==> src/rtl/yuv2rgb_pkg.sv <==
// Shared types and constants for the YUV-to-RGB converter: FSM states and
// BT.601 coefficients (signed, 16 fractional bits) for limited and full range.
package yuv2rgb_pkg;

   typedef enum logic [2:0] {S_IDLE, S_Y, S_V, S_U, S_OUT} state_t;

   localparam int FRAC_BITS  = 16;
   localparam int ROUND_HALF = 32768;
   localparam int COEF_W     = 19;

   typedef struct packed {
      logic signed [COEF_W-1:0] ky;
      logic signed [COEF_W-1:0] krv;
      logic signed [COEF_W-1:0] kgv;
      logic signed [COEF_W-1:0] kgu;
      logic signed [COEF_W-1:0] kbu;
   } coef_t;

   localparam coef_t COEF_LIM = '{ky:  19'sd76284,  krv: 19'sd104595,
                                  kgv: 19'sd53281,  kgu: 19'sd25624,
                                  kbu: 19'sd132251};

   localparam coef_t COEF_FULL = '{ky:  19'sd65536, krv: 19'sd91881,
                                   kgv: 19'sd46802, kgu: 19'sd22554,
                                   kbu: 19'sd116130};

endpackage

==> src/rtl/yuv2rgb_pipe_if.sv <==
// Pixel stream bundle: YUV input handshake and RGB output handshake.
// slave is the converter side, master is the source/sink side.
interface yuv2rgb_pipe_if #(
   parameter int DATA_W = 8
);
   logic              in_valid;
   logic              in_ready;
   logic [DATA_W-1:0] Y_in;
   logic [DATA_W-1:0] U_in;
   logic [DATA_W-1:0] V_in;
   logic              full_range;
   logic              out_valid;
   logic              out_ready;
   logic [DATA_W-1:0] R_out;
   logic [DATA_W-1:0] G_out;
   logic [DATA_W-1:0] B_out;

   modport slave (
      input  in_valid, Y_in, U_in, V_in, full_range, out_ready,
      output in_ready, out_valid, R_out, G_out, B_out
   );

   modport master (
      output in_valid, Y_in, U_in, V_in, full_range, out_ready,
      input  in_ready, out_valid, R_out, G_out, B_out
   );
endinterface

==> src/rtl/rgb_clip.sv <==
// One colour channel: round the 16-fraction-bit accumulator to nearest,
// drop the fraction and saturate into [0, 2^DATA_W-1].
module rgb_clip
   import yuv2rgb_pkg::*;
#(
   parameter int DATA_W = 8,
   parameter int ACC_W  = DATA_W + 20
) (
   input  logic signed [ACC_W-1:0] acc,
   output logic        [DATA_W-1:0] pix
);
   localparam int TW = ACC_W - FRAC_BITS + 1;
   localparam logic signed [TW-1:0] T_MAX = TW'((1 << DATA_W) - 1);

   logic signed [ACC_W:0]  rnd;
   logic signed [TW-1:0]   t;

   // One guard bit so the rounding add can never wrap.
   assign rnd = (ACC_W+1)'(acc) + (ACC_W+1)'(ROUND_HALF);
   assign t   = rnd[ACC_W:FRAC_BITS];

   always_comb begin
      pix = t[DATA_W-1:0];
      if (t[TW-1])        pix = '0;
      else if (t > T_MAX) pix = '1;
   end
endmodule

==> src/rtl/yuv2rgb_pipe.sv <==
// Multi-cycle YUV-to-RGB converter: Y, V and U terms are accumulated over three
// cycles on two shared multipliers, then rounded, clipped and held until taken.
module yuv2rgb_pipe
   import yuv2rgb_pkg::*;
#(
   parameter int DATA_W = 8,
   parameter int CNT_W  = 16
) (
   input  logic             CLOCK_50_I,
   input  logic             resetn,
   yuv2rgb_pipe_if.slave    bus,
   output logic [CNT_W-1:0] pix_count
);
   localparam int ACC_W = DATA_W + 20;
   localparam int SMP_W = DATA_W + 1;
   localparam int OFF_Y = 16  << (DATA_W - 8);
   localparam int OFF_C = 128 << (DATA_W - 8);

   state_t state, state_n;

   logic signed [SMP_W-1:0] y_r, u_r, v_r, y_s, u_s, v_s;
   logic                    fr_r;
   logic signed [ACC_W-1:0] acc_r, acc_g, acc_b;
   logic signed [ACC_W-1:0] acc_r_n, acc_g_n, acc_b_n;
   logic signed [ACC_W-1:0] prod0, prod1;
   logic signed [COEF_W-1:0] mul0_k, mul1_k;
   logic signed [SMP_W-1:0] mul0_x, mul1_x;
   logic [DATA_W-1:0]       r_clip, g_clip, b_clip;
   logic [DATA_W-1:0]       r_q, g_q, b_q;
   logic                    accept;
   coef_t                   k;

   assign accept = bus.in_valid && (state == S_IDLE);

   // Offset removal happens before the register so the datapath sees signed samples.
   assign y_s = SMP_W'(bus.Y_in) - (bus.full_range ? SMP_W'(0) : SMP_W'(OFF_Y));
   assign u_s = SMP_W'(bus.U_in) - SMP_W'(OFF_C);
   assign v_s = SMP_W'(bus.V_in) - SMP_W'(OFF_C);

   always_ff @(posedge CLOCK_50_I or negedge resetn) begin
      if (!resetn) state <= S_IDLE;
      else         state <= state_n;
   end

   always_comb begin
      state_n       = state;
      bus.in_ready  = 1'b0;
      bus.out_valid = 1'b0;
      case (state)
         S_IDLE: begin
            bus.in_ready = 1'b1;
            if (bus.in_valid) state_n = S_Y;
         end
         S_Y:    state_n = S_V;
         S_V:    state_n = S_U;
         S_U:    state_n = S_OUT;
         S_OUT: begin
            bus.out_valid = 1'b1;
            if (bus.out_ready) state_n = S_IDLE;
         end
         default: state_n = S_IDLE;
      endcase
   end

   always_ff @(posedge CLOCK_50_I or negedge resetn) begin
      if (!resetn) begin
         y_r  <= '0;
         u_r  <= '0;
         v_r  <= '0;
         fr_r <= 1'b0;
      end else if (accept) begin
         y_r  <= y_s;
         u_r  <= u_s;
         v_r  <= v_s;
         fr_r <= bus.full_range;
      end
   end

   assign k = fr_r ? COEF_FULL : COEF_LIM;

   // mul0: KY*y, KRV*v, KBU*u ; mul1: KGV*v, KGU*u
   always_comb begin
      mul0_k = k.ky;
      mul0_x = y_r;
      mul1_k = k.kgv;
      mul1_x = v_r;
      case (state)
         S_V: begin
            mul0_k = k.krv;
            mul0_x = v_r;
         end
         S_U: begin
            mul0_k = k.kbu;
            mul0_x = u_r;
            mul1_k = k.kgu;
            mul1_x = u_r;
         end
         default: ;
      endcase
   end

   assign prod0 = ACC_W'(mul0_k) * ACC_W'(mul0_x);
   assign prod1 = ACC_W'(mul1_k) * ACC_W'(mul1_x);

   always_comb begin
      acc_r_n = acc_r;
      acc_g_n = acc_g;
      acc_b_n = acc_b;
      case (state)
         S_Y: begin
            acc_r_n = prod0;
            acc_g_n = prod0;
            acc_b_n = prod0;
         end
         S_V: begin
            acc_r_n = acc_r + prod0;
            acc_g_n = acc_g - prod1;
         end
         S_U: begin
            acc_g_n = acc_g - prod1;
            acc_b_n = acc_b + prod0;
         end
         default: ;
      endcase
   end

   always_ff @(posedge CLOCK_50_I or negedge resetn) begin
      if (!resetn) begin
         acc_r <= '0;
         acc_g <= '0;
         acc_b <= '0;
      end else begin
         acc_r <= acc_r_n;
         acc_g <= acc_g_n;
         acc_b <= acc_b_n;
      end
   end

   // Clip the final sums directly so the result lands on the S_U -> S_OUT edge.
   rgb_clip #(.DATA_W(DATA_W), .ACC_W(ACC_W)) u_clip_r (.acc(acc_r_n), .pix(r_clip));
   rgb_clip #(.DATA_W(DATA_W), .ACC_W(ACC_W)) u_clip_g (.acc(acc_g_n), .pix(g_clip));
   rgb_clip #(.DATA_W(DATA_W), .ACC_W(ACC_W)) u_clip_b (.acc(acc_b_n), .pix(b_clip));

   always_ff @(posedge CLOCK_50_I or negedge resetn) begin
      if (!resetn) begin
         r_q <= '0;
         g_q <= '0;
         b_q <= '0;
      end else if (state == S_U) begin
         r_q <= r_clip;
         g_q <= g_clip;
         b_q <= b_clip;
      end
   end

   assign bus.R_out = r_q;
   assign bus.G_out = g_q;
   assign bus.B_out = b_q;

   always_ff @(posedge CLOCK_50_I or negedge resetn) begin
      if (!resetn)                              pix_count <= '0;
      else if (state == S_OUT && bus.out_ready) pix_count <= pix_count + CNT_W'(1);
   end
endmodule

==> src/flat_wrapper.sv <==
// flat-port wrapper written by rule: the top's interface ports become plain ports
module yuv2rgb_pipe_flat import yuv2rgb_pkg::*;
#(
   parameter int DATA_W = 8,
   parameter int CNT_W  = 16
)
  (CLOCK_50_I, resetn, pix_count, bus_in_valid, bus_Y_in, bus_U_in, bus_V_in, bus_full_range, bus_out_ready, bus_in_ready, bus_out_valid, bus_R_out, bus_G_out, bus_B_out);
  yuv2rgb_pipe_if #(.DATA_W(DATA_W)) bus_i ();
  input  logic CLOCK_50_I;
  input  logic resetn;
  output logic [CNT_W-1:0] pix_count;
  input wire logic [$bits(bus_i.in_valid)-1:0] bus_in_valid;
  input wire logic [$bits(bus_i.Y_in)-1:0] bus_Y_in;
  input wire logic [$bits(bus_i.U_in)-1:0] bus_U_in;
  input wire logic [$bits(bus_i.V_in)-1:0] bus_V_in;
  input wire logic [$bits(bus_i.full_range)-1:0] bus_full_range;
  input wire logic [$bits(bus_i.out_ready)-1:0] bus_out_ready;
  output wire logic [$bits(bus_i.in_ready)-1:0] bus_in_ready;
  output wire logic [$bits(bus_i.out_valid)-1:0] bus_out_valid;
  output wire logic [$bits(bus_i.R_out)-1:0] bus_R_out;
  output wire logic [$bits(bus_i.G_out)-1:0] bus_G_out;
  output wire logic [$bits(bus_i.B_out)-1:0] bus_B_out;
  assign bus_i.in_valid = bus_in_valid;
  assign bus_i.Y_in = bus_Y_in;
  assign bus_i.U_in = bus_U_in;
  assign bus_i.V_in = bus_V_in;
  assign bus_i.full_range = bus_full_range;
  assign bus_i.out_ready = bus_out_ready;
  assign bus_in_ready = bus_i.in_ready;
  assign bus_out_valid = bus_i.out_valid;
  assign bus_R_out = bus_i.R_out;
  assign bus_G_out = bus_i.G_out;
  assign bus_B_out = bus_i.B_out;
  yuv2rgb_pipe #(.DATA_W(DATA_W), .CNT_W(CNT_W)) u_core (.CLOCK_50_I(CLOCK_50_I), .resetn(resetn), .bus(bus_i), .pix_count(pix_count));
endmodule
==> config.mk <==
export PLATFORM = sky130hd
export DESIGN_NAME = yuv2rgb_pipe_flat
export DESIGN_NICKNAME = d
export VERILOG_FILES = /design/src/rtl/yuv2rgb_pkg.sv /design/src/rtl/yuv2rgb_pipe_if.sv /design/src/rtl/rgb_clip.sv /design/src/rtl/yuv2rgb_pipe.sv /design/src/flat_wrapper.sv
export SDC_FILE = /design/constraint.sdc
export NUM_CORES = 1
export LEC_CHECK = 0
export CAP_MARGIN = 20
export CORE_MARGIN = 5
export CORE_UTILIZATION = 30
export DETAILED_ROUTE_END_ITERATION = 16
export HOLD_SLACK_MARGIN = 0.05
export PLACE_DENSITY = 0.55
export SYNTH_ARGS = -nofsm -noshare
export SYNTH_HDL_FRONTEND = slang
export SYNTH_SLANG_ARGS = --single-unit
==> constraint.sdc <==
create_clock -name CLOCK_50_I -period 12.58 [get_ports CLOCK_50_I]
set_input_delay 2.516 -clock CLOCK_50_I [delete_from_list [all_inputs] [get_ports CLOCK_50_I]]
set_output_delay 2.516 -clock CLOCK_50_I [all_outputs]
set_load 0.01 [all_outputs]
* Word level (Yosys, flattened, before mapping) *
Index checks and enable logic that the tools add are counted.

word-level totals
  bits in latches = 0
  RAM bits = 0
  register bits after elaboration = 155
  output and inout port bits = 42
  memories kept = 0
  ROM bits = 0

cells by class
  bitwise gates (word level) = 0
  reductions and logical operators = 5
  shift-type cells = 0
  magnitude comparators = 3
  multipliers = 2
  equal/unequal tests = 6
  $add $sub $neg = 10
  mux-type cells = 20
  div/mod/pow operators = 0

operator list
  operator                                                                           count
  28-bit case mux with 2 select lines                                                3
  90-bit 2-to-1 mux                                                                  1
  28-bit by 17-bit adder with 29-bit output (second input constant)                  3
  28-bit adder                                                                       2
  19-bit by 9-bit multiplier with 28-bit output                                      2
  8-bit 2-to-1 mux                                                                   6
  13-bit by 9-bit greater-than comparator with 1-bit output (second input constant)  3
  19-bit case mux with 2 select lines                                                1
  28-bit subtractor                                                                  1
  19-bit 2-to-1 mux                                                                  1
  9-bit case mux with 2 select lines                                                 1
  8-bit by 8-bit subtractor with 9-bit output (second input constant)                2
  16-bit by 1-bit adder with 16-bit output (second input constant)                   1
  3-bit case mux with 5 select lines                                                 1
  9-bit 2-to-1 mux                                                                   1
  8-bit by 9-bit subtractor with 9-bit output                                        1
  3-bit by 2-bit equality test with 1-bit output (second input constant)             2
  3-bit 2-to-1 mux                                                                   2
  5-bit 2-to-1 mux                                                                   1
  2-bit != test (second input constant)                                              2
  3-bit by 1-bit equality test with 1-bit output (second input constant)             1
  3-bit equality test (second input constant)                                        1
  3-bit logical NOT                                                                  1
  1-bit logical AND                                                                  2
  other kinds (3)                                                                    4

* Longest topological paths before layout *
Gate-level depths: netlist of the first run.

  depth in word-level cells = 9
  mapped depth = 43

* By module *
A second synthesis of the first run with hierarchy kept.

unflattened totals
  cell total of the unflattened synthesis = 2365
  area, all modules = 20558.5 um^2

modules (own cells, without submodules)
  module        cells an instance  instances  seq. area each (um^2)  area an instance (um^2)
  yuv2rgb_pipe  2230               1          3828.7                 19661.4
  rgb_clip      45                 3          0.0                    299.0

* Worst setup path after synthesis of the first run *
OpenSTA, ideal clock, no wires.

  kind = register to register
  from = reg u_core.state[1]
  to = reg u_core.b_q[4] (netlist: u_core.bus.B_out[4])
  setup slack = 3459 ps
  cell stages (with the launch flop) = 39
  buffers on the path = 4
  library setup time = 126 ps
  data required time = 12454 ps
  arrival = 8995 ps
  clock period less this slack = 9121 ps
  cells stage by stage = dfrtp_1 > nor2b_1 > buf_2 > nand2_1 > inv_1 > clkbuf_1 > buf_1 > ha_1 > a21oi_1 > nor2_1 > nor2_1 > fa_1 > fa_1 > inv_1 > fa_1 > fa_1 > inv_1 > fa_1 > [... 3 more ...] > a21o_1 > a31oi_1 > or3_1 > and2_1 > ha_1 > buf_2 > and2_1 > nand4_1 > a2111o_1 > and3_1 > a2111oi_1 > o21ai_1 > and3_1 > nand2_1 > and4bb_4 > mux2i_1 > o211a_2 > a221o_1

on the way
  word-level cells in the longest chain between the ends = 9
  elaborated cells between the ends (all ways) = 12

ends and longest elaborated chain
  what                                                                                              line                                     text
  start, declared                                                                                   yuv2rgb_pipe.sv:19                       state_t state, state_n;
  start signal, assigned                                                                            yuv2rgb_pipe.sv:42                       else state <= state_n;
  3-bit by 2-bit equality test with 1-bit output (on tied branches)                                 yuv2rgb_pipe.sv:87, yuv2rgb_pipe.sv:109
  19-bit case mux with 2 select lines / 9-bit case mux with 2 select lines (equally long branches)  yuv2rgb_pipe.sv:87                       case (state)
  19-bit by 9-bit multiplier with 28-bit output                                                     yuv2rgb_pipe.sv:102                      assign prod0 = ACC_W'(mul0_k) * ACC_W'(mul0_x);
  28-bit adder                                                                                      yuv2rgb_pipe.sv:121                      acc_b_n = acc_b + prod0;
  28-bit case mux with 2 select lines *                                                             yuv2rgb_pipe.sv:109                      case (state)
  net u_core.acc_b_n[20]                                                                            yuv2rgb_pipe.sv:24                       logic signed [ACC_W-1:0] acc_r_n, acc_g_n, acc_b_n;
  28-bit by 17-bit adder with 29-bit output *                                                       rgb_clip.sv:19                           assign rnd = (ACC_W+1)'(acc) + (ACC_W+1)'(ROUND_HALF);
  13-bit by 9-bit greater-than comparator with 1-bit output                                         rgb_clip.sv:25                           else if (t > T_MAX) pix = '1;
  8-bit 2-to-1 mux                                                                                  rgb_clip.sv:25
  8-bit 2-to-1 mux *                                                                                rgb_clip.sv:24                           if (t[TW-1]) pix = '0;
  end signal, assigned                                                                              yuv2rgb_pipe.sv:152                      b_q <= b_clip;
  end, declared                                                                                     yuv2rgb_pipe.sv:29                       logic [DATA_W-1:0] r_q, g_q, b_q;

The timed path passes the listed nets; every way through them passes the cells marked *.
A chain may end at the register's enable or synchronous reset.

* Worst setup path in the final report of the first run *
  from = reg u_core.state[0]
  to = reg u_core.r_q[6] (netlist: u_core.bus.R_out[6])

on the way
  word-level cells in the longest chain between the ends = 9
  elaborated cells between the ends (all ways) = 12

ends and longest elaborated chain
  what                                                                                              line                                     text
  3-bit by 2-bit equality test with 1-bit output (on tied branches)                                 yuv2rgb_pipe.sv:87, yuv2rgb_pipe.sv:109
  19-bit case mux with 2 select lines / 9-bit case mux with 2 select lines (equally long branches)  yuv2rgb_pipe.sv:87
  19-bit by 9-bit multiplier with 28-bit output                                                     yuv2rgb_pipe.sv:102
  28-bit adder                                                                                      yuv2rgb_pipe.sv:116                      acc_r_n = acc_r + prod0;
  28-bit case mux with 2 select lines *                                                             yuv2rgb_pipe.sv:109
  net u_core.acc_r_n[20]                                                                            yuv2rgb_pipe.sv:24
  28-bit by 17-bit adder with 29-bit output *                                                       rgb_clip.sv:19
  13-bit by 9-bit greater-than comparator with 1-bit output                                         rgb_clip.sv:25
  8-bit 2-to-1 mux                                                                                  rgb_clip.sv:25
  8-bit 2-to-1 mux *                                                                                rgb_clip.sv:24
  end signal, assigned                                                                              yuv2rgb_pipe.sv:150                      r_q <= r_clip;
  end, declared                                                                                     yuv2rgb_pipe.sv:29

Marks and branches as above.

==> results of run 1 <==
## cell usage after synthesis (all sizes together) (28+ instances only)
library cell  count  area [um^2]
inv             311         1170
nand2           273         1020
o21ai           125          637
nand4            28          181
nand3            56          280
ha              231         2890
nor3             42          215
xnor2            81          709
nand2b           29          181
a21oi           175          876
nor2            233          875
mux2i            31          310
dfrtp           153         3830
a22oi            32          240
fa              217         4340
xor2             39          342
clkbuf           77          289
## critical path: cells and delay by family (launching register included)
kind | cells | cell delay, ns
muxes | 1 | 0.19
and+or+nand+nor | 11 | 2.61
xor gates and xnor gates | 1 | 0.38
buffers and inverters | 4 | 0.42
AOI/OAI and AO/OA | 9 | 2.70
adders and majority gates | 7 | 3.17
DFF | 1 | 0.78
## kinds of logic (layout without fill, tap and decap cells)
kind of cell | Yosys count | after routing | share of synthesized area [%]
simple gates | 795 | 795 | 17.3
compound gates | 544 | 544 | 16.5
fa+ha+maj | 448 | 448 | 33.7
buf+inv | 413 | 448 | 7.30
flops | 153 | 153 | 17.8
xor+xnor | 120 | 120 | 4.90
mux | 52 | 52 | 2.55
other cells | 0 | 1 | 0
## state kept, by name (all words and copies together) (netlist names)
name and cells:
u_core.acc_b 28, u_core.acc_g 28, u_core.acc_r 28, u_core.bus.B_out 8, u_core.bus.G_out 8, u_core.bus.R_out 8
u_core.fr_r 1, u_core.pix_count 16, u_core.state 3, u_core.u_r 8, u_core.v_r 8, u_core.y_r 9
## layout by cell type (no fill, tap or decap), types with 9 or more instances in the layout
cell type,count
nand2_1,272
and2_1,24
o21a_1,18
dfrtp_1,152
or3_1,10
mux2_2,20
o221ai_1,13
a221o_1,14
nor2b_1,15
inv_1,309
xnor2_1,81
o211ai_1,19
a31oi_1,13
and3_1,26
nor2_1,232
buf_4,35
nand3_1,56
a22oi_1,32
a21o_1,26
nand2b_1,28
or2_2,11
o21ai_1,15
clkdlybuf4s50_1,69
clkbuf_16,17
nor3_1,41
mux2i_1,31
o21ai_0,109
xor2_1,39
nand4_1,27
a311oi_1,9
ha_1,231
fa_1,217
a21oi_1,175
## layer usage
metal	routed length (um)	part of all wire, %	vias up	track usage (%)
met3	3710	5.4	67	2.47
met1	32300	47	8987	26.0
met5	0	0	-	0
met4	1390	2.0	0	4.37
li1	-	-	8643	-
met2	30900	45	528	28.1
## how the worst min path moves through the flow
stage                                    start                              end  slack [ns]  cells past startpoint
2_1_floorplan      u_core.acc_b[0]$_DFFE_PN0N_      u_core.acc_b[0]$_DFFE_PN0N_        0.45                      2
3_3_place_gp   u_core.bus.G_out[0]$_DFFE_PN0N_  u_core.bus.G_out[0]$_DFFE_PN0N_        0.46                      2
6_report       u_core.bus.G_out[0]$_DFFE_PN0N_  u_core.bus.G_out[0]$_DFFE_PN0N_        0.48                      2
4_1_cts        u_core.bus.G_out[0]$_DFFE_PN0N_  u_core.bus.G_out[0]$_DFFE_PN0N_        0.48                      2
3_5_place_dp   u_core.bus.G_out[0]$_DFFE_PN0N_  u_core.bus.G_out[0]$_DFFE_PN0N_        0.46                      2
5_1_grt            u_core.acc_b[0]$_DFFE_PN0N_      u_core.acc_b[0]$_DFFE_PN0N_        0.50                      2
## metrics by stage
stage / hold slack (ns) / cells / utilization (%)
after CTS: 0.476 / 3510 / 33.5
after detailed placement: 0.460 / 3478 / 32.6
after global routing: 0.502 / 3510 / 33.5
after global placement: 0.459 / 3478 / 32.6
final: 0.475 / 3511 / 33.5
after floorplan: 0.445 / 2525 / -
## cell type report
class | count | area (um^2)
Inverter | 311 | 1170
Clock inverter | 15 | 179
Fill cell | 7446 | 47400
Clock buffer | 17 | 425
Sequential cell | 153 | 3830
Tap cell | 950 | 1190
Antenna cell | 1 | 2.50
Multi-Input combinational cell | 1959 | 16100
Timing Repair Buffer | 105 | 965
==> results.yml, run 1 <==
die:
  die_w_um: 278
  placementRows: 98
  initial_utilization_pct: 30.1
  ios: 71
  fp.dieArea_um2: 77000
  coreArea_um2: 71200
  die_y_um: 278
place:
  pre_cts_ws_ns: 2.29
  dp_hpwl_mm: 54.9
  io_buffers: 70
  placed_cell_area_um2: 23300
  gp_congestion: 0.938
critical_path:
  critPathMaxFanout: 13
  r2r_cells: 33
  r2r_slack_ns: 2.13
  cp.required_ns: 12.92
  critPathLaunch: "u_core.state[0]$_DFFE_PN0P_"
  crit_path_max_incr_delay_ns: 0.85
  crit_slowest_cell: "a21oi_1"
  rr_startpoint: "u_core.state[0]$_DFFE_PN0P_"
  criticalPathCategory: "reg2reg"
  crit_arrival_ns: 10.79
  worstSetupEndpointType: "flop"
  critPathCapture: "u_core.bus.R_out[6]$_DFFE_PN0N_"
  timing.rr.end: "u_core.bus.R_out[6]$_DFFE_PN0N_"
  setup.worst_path.start_class: "flop"
cts:
  htreeDepth: 4
  clk_latency_ns: 0.49
  post_cts_buffers: 0
  cts_buffers: 17
  cts_sinks: 153
  cts_tree: "done"
  post_cts_resized: 0
  cts_root_buffer: "clkbuf_16"
  clkSlewWorstSetupHoldPaths_ns: 0.08
  ctsHoldBuffers: 0
  clockBufferDepth: 2
synthesis:
  synth_edf_count: 0
  ys_types: 94
  synth-warning-count: 0
  synth_seq_cells: 153
  syn-instance-count: 2525
  syn_area_um2: 21500
  syn-num-nets: 3002
  ys_seq_area_share_pct: 17.8
  synth_ff_type: "dfrtp_1"
  async_flop_share_pct: 100
  synth.avg_cell_area_um2: 8.50
sta:
  finalSetupViolations: 0
  worst_slack_ns: 2.13
  hold_violations: 0
  drv_slew: 0
  fmax_ghz: 0.0957
  rsz0062_at_grt: "no"
  tns_ns: 0
  tightestPinTransition_ns: 1.07
  slew_headroom_pct: 28.6
  skew_ns: 0.0192
  min_period_ns: 10.45
  fin_crit_sh_pct: 83.1
layout:
  nets: 3024
  fin_area_um2: 23900
  syn_to_final_growth_pct: 11.1
  drive_above_1_share_pct: 5.12
global_route:
  grtUsageTotal_pct: 17.8
  grt_pass1_vias: 18225
  grt_overflow: 0
  grt_max_degree: 58
  antenna_found_initial: 2
  grt_pass1_wl_mm: 108
outcome:
  status: "complete, no violations"
detailed_routing:
  firstDrtPassIters: 6
  vias: 18225
  routed_wl_mm: 68.4
  route.detailed.drc: 0
  ant_nets: 0
  vias_per_cell: 5.19
  routedWlPerCell_um: 19.5
  drt_iter0_markers: 1453
hold_path:
  hold_class: "reg2reg"
job:
  cap_violations: 0
Power of run 1 is not shown: default switching activity piles up to over one toggle a cycle in this logic, so the estimate is an artifact.
==> inputs of run 2 (changes only) <==
- clock period: 12.58 -> 9.8 ns (I/O delays scaled with it)
==> run 2 against run 1 <==
Net effect: highest routed layer unchanged; sequential cell count unchanged; count of clock-buffer cells in the layout unchanged; register-to-register slack lost 1.8 ns; global-route usage about the same.
==> results.yml, run 2 (synthesis results as in run 1) <==
layout:
  mostFrequentLayoutCell: "inv_1"
  antenna_cells: 0
  instances_no_fill: 3547
  multiInputGateArea_um2: 16100
  final_cell_mix: "309 x inv_1, 272 x nand2_1, 232 x nor2_1"
  drive_above_1_share_pct: 6.66
  reg.largest.list: "u_core.acc_b: 28 flops, u_core.acc_g: 28 flops, u_core.acc_r: 28 flops"
  fill_cells: 7463
  nets: 3061
  syn_to_final_growth_pct: 12.6
  regArea_um2: 3830
detailed_routing:
  drt_iter0_markers: 1400
  vias: 18214
  ant_nets: 0
  vias_per_cell: 5.14
  routedWlPerCell_um: 19.5
  firstDrtPassIters: 6
  route.detailed.drc: 0
  routed_wl_mm: 69.0
cts:
  cts_tree: "done"
  clk_latency_ns: 0.48
  cts_sinks: 153
  cts_buffers: 17
  clockBufferDepth: 2
  htreeDepth: 4
  ctsHoldBuffers: 0
  clkSlewWorstSetupHoldPaths_ns: 0.07
  cts_root_buffer: "clkbuf_16"
outcome:
  status: "complete, no violations"
place:
  pre_cts_ws_ns: 0.220
  placedCellCount: 3513
  gp_congestion: 0.951
  dp_hpwl_mm: 56.1
  io_buffers: 70
critical_path:
  crit_path_max_incr_delay_ns: 0.64
  crit_arrival_ns: 9.81
  crit_slowest_cell: "fa_1"
  setup.worst_path.start_class: "flop"
  critPathMaxFanout: 8
  worstSetupEndpointType: "flop"
  critPathMostFrequentCell: "fa_1"
  cp.required_ns: 10.12
  criticalPathCategory: "reg2reg"
sta:
  fmax_ghz: 0.105
  tightestPinTransition_ns: 1.07
  hold_violations: 0
  finalSetupViolations: 0
  rsz0062_at_grt: "no"
  drv_slew: 0
  min_period_ns: 9.49
  fin_crit_sh_pct: 96.8
  whs_ns: 0.477
  tns_ns: 0
  worst_slack_ns: 0.309
  slew_headroom_pct: 26.6
  skew_ns: 0.0191
global_route:
  grt_max_degree: 85
  grt_pass1_wl_mm: 109
  grtUsageTotal_pct: 17.9
  grt_overflow: 0
  antenna_found_initial: 0
  grt_pass1_vias: 18342
die:
  ios: 71
  coreArea_um2: 71200
  initial_utilization_pct: 30.1
  die_w_um: 278
  die_y_um: 278
  placementRows: 98
  fp.dieArea_um2: 77000
hold_path:
  hold_class: "reg2reg"
job:
  cap_violations: 0
run 2: cell types whose count changed in the layout (fill, tap and decap cells not counted), moves of 2 or more:
cell,change
a21oi_1,-2
a21oi_2,+2
buf_4,+35
bufinv_16,+2
clkinv_4,+2
clkinv_8,-3
inv_8,-2
run 2: stage by stage:
stage | instance area (um^2) | util [%]
2_1_floorplan | 21500 | -
3_3_place_gp | 23500 | 33.0
3_5_place_dp | 23500 | 33.0
4_1_cts | 24100 | 33.9
5_1_grt | 24200 | 33.9
6_report | 24200 | 33.9
run 2: worst paths after layout:
check | from | end | slack (ns) | cells after the start
setup / recovery | u_core.state[0]$_DFFE_PN0P_ | u_core.bus.R_out[3]$_DFFE_PN0N_ | 0.31 | 29
hold / removal | u_core.pix_count[15]$_DFFE_PN0P_ | u_core.pix_count[15]$_DFFE_PN0P_ | 0.48 | 1
setup reg to reg | u_core.state[0]$_DFFE_PN0P_ | u_core.bus.R_out[3]$_DFFE_PN0N_ | 0.31 | 29
hold reg to reg | u_core.pix_count[15]$_DFFE_PN0P_ | u_core.pix_count[15]$_DFFE_PN0P_ | 0.48 | 1
max in group asynchronous | resetn | u_core.state[1]$_DFFE_PN0P_ | 6.66 | 2
min in group asynchronous | resetn | u_core.acc_r[27]$_DFF_PN0_ | 1.51 | 1
run 2: critical path, delay by kind of cell, from the launching register on:
kind	cells	cell delay, ns
adder cells (fa/ha/maj)	7	3.18
AND/OR/NAND/NOR	12	2.83
AO/OA/AOI/OAI	8	1.94
multiplexers	1	0.51
flip-flops	1	0.49
XOR/XNOR	1	0.35
run 2: area by class of cell:
cell class              count  share of cell area, %
inverters                 311                   4.83
clock inverters            15                  0.781
flip-flops and latches    153                   15.8
well taps                 950                   4.91
multi-input cells        1959                   66.7
clock buffers              17                   1.76
repair buffers            142                   5.14
run 2: per-layer routing:
layer	global-route usage (%)	wire length (um)
met1	25.0	31400
met5	0	0
met4	5.39	1980
met2	27.3	30200
met3	4.54	5420
run 2: timing repair:
| item | CTS | global route |
|---|---|---|
| buffers inserted | 0 | 2 |
| gates resized for setup | 0 | 13 |
| endpoints found under the setup margin | 0 | 16 |
Power of run 2 is left out for the same reason.
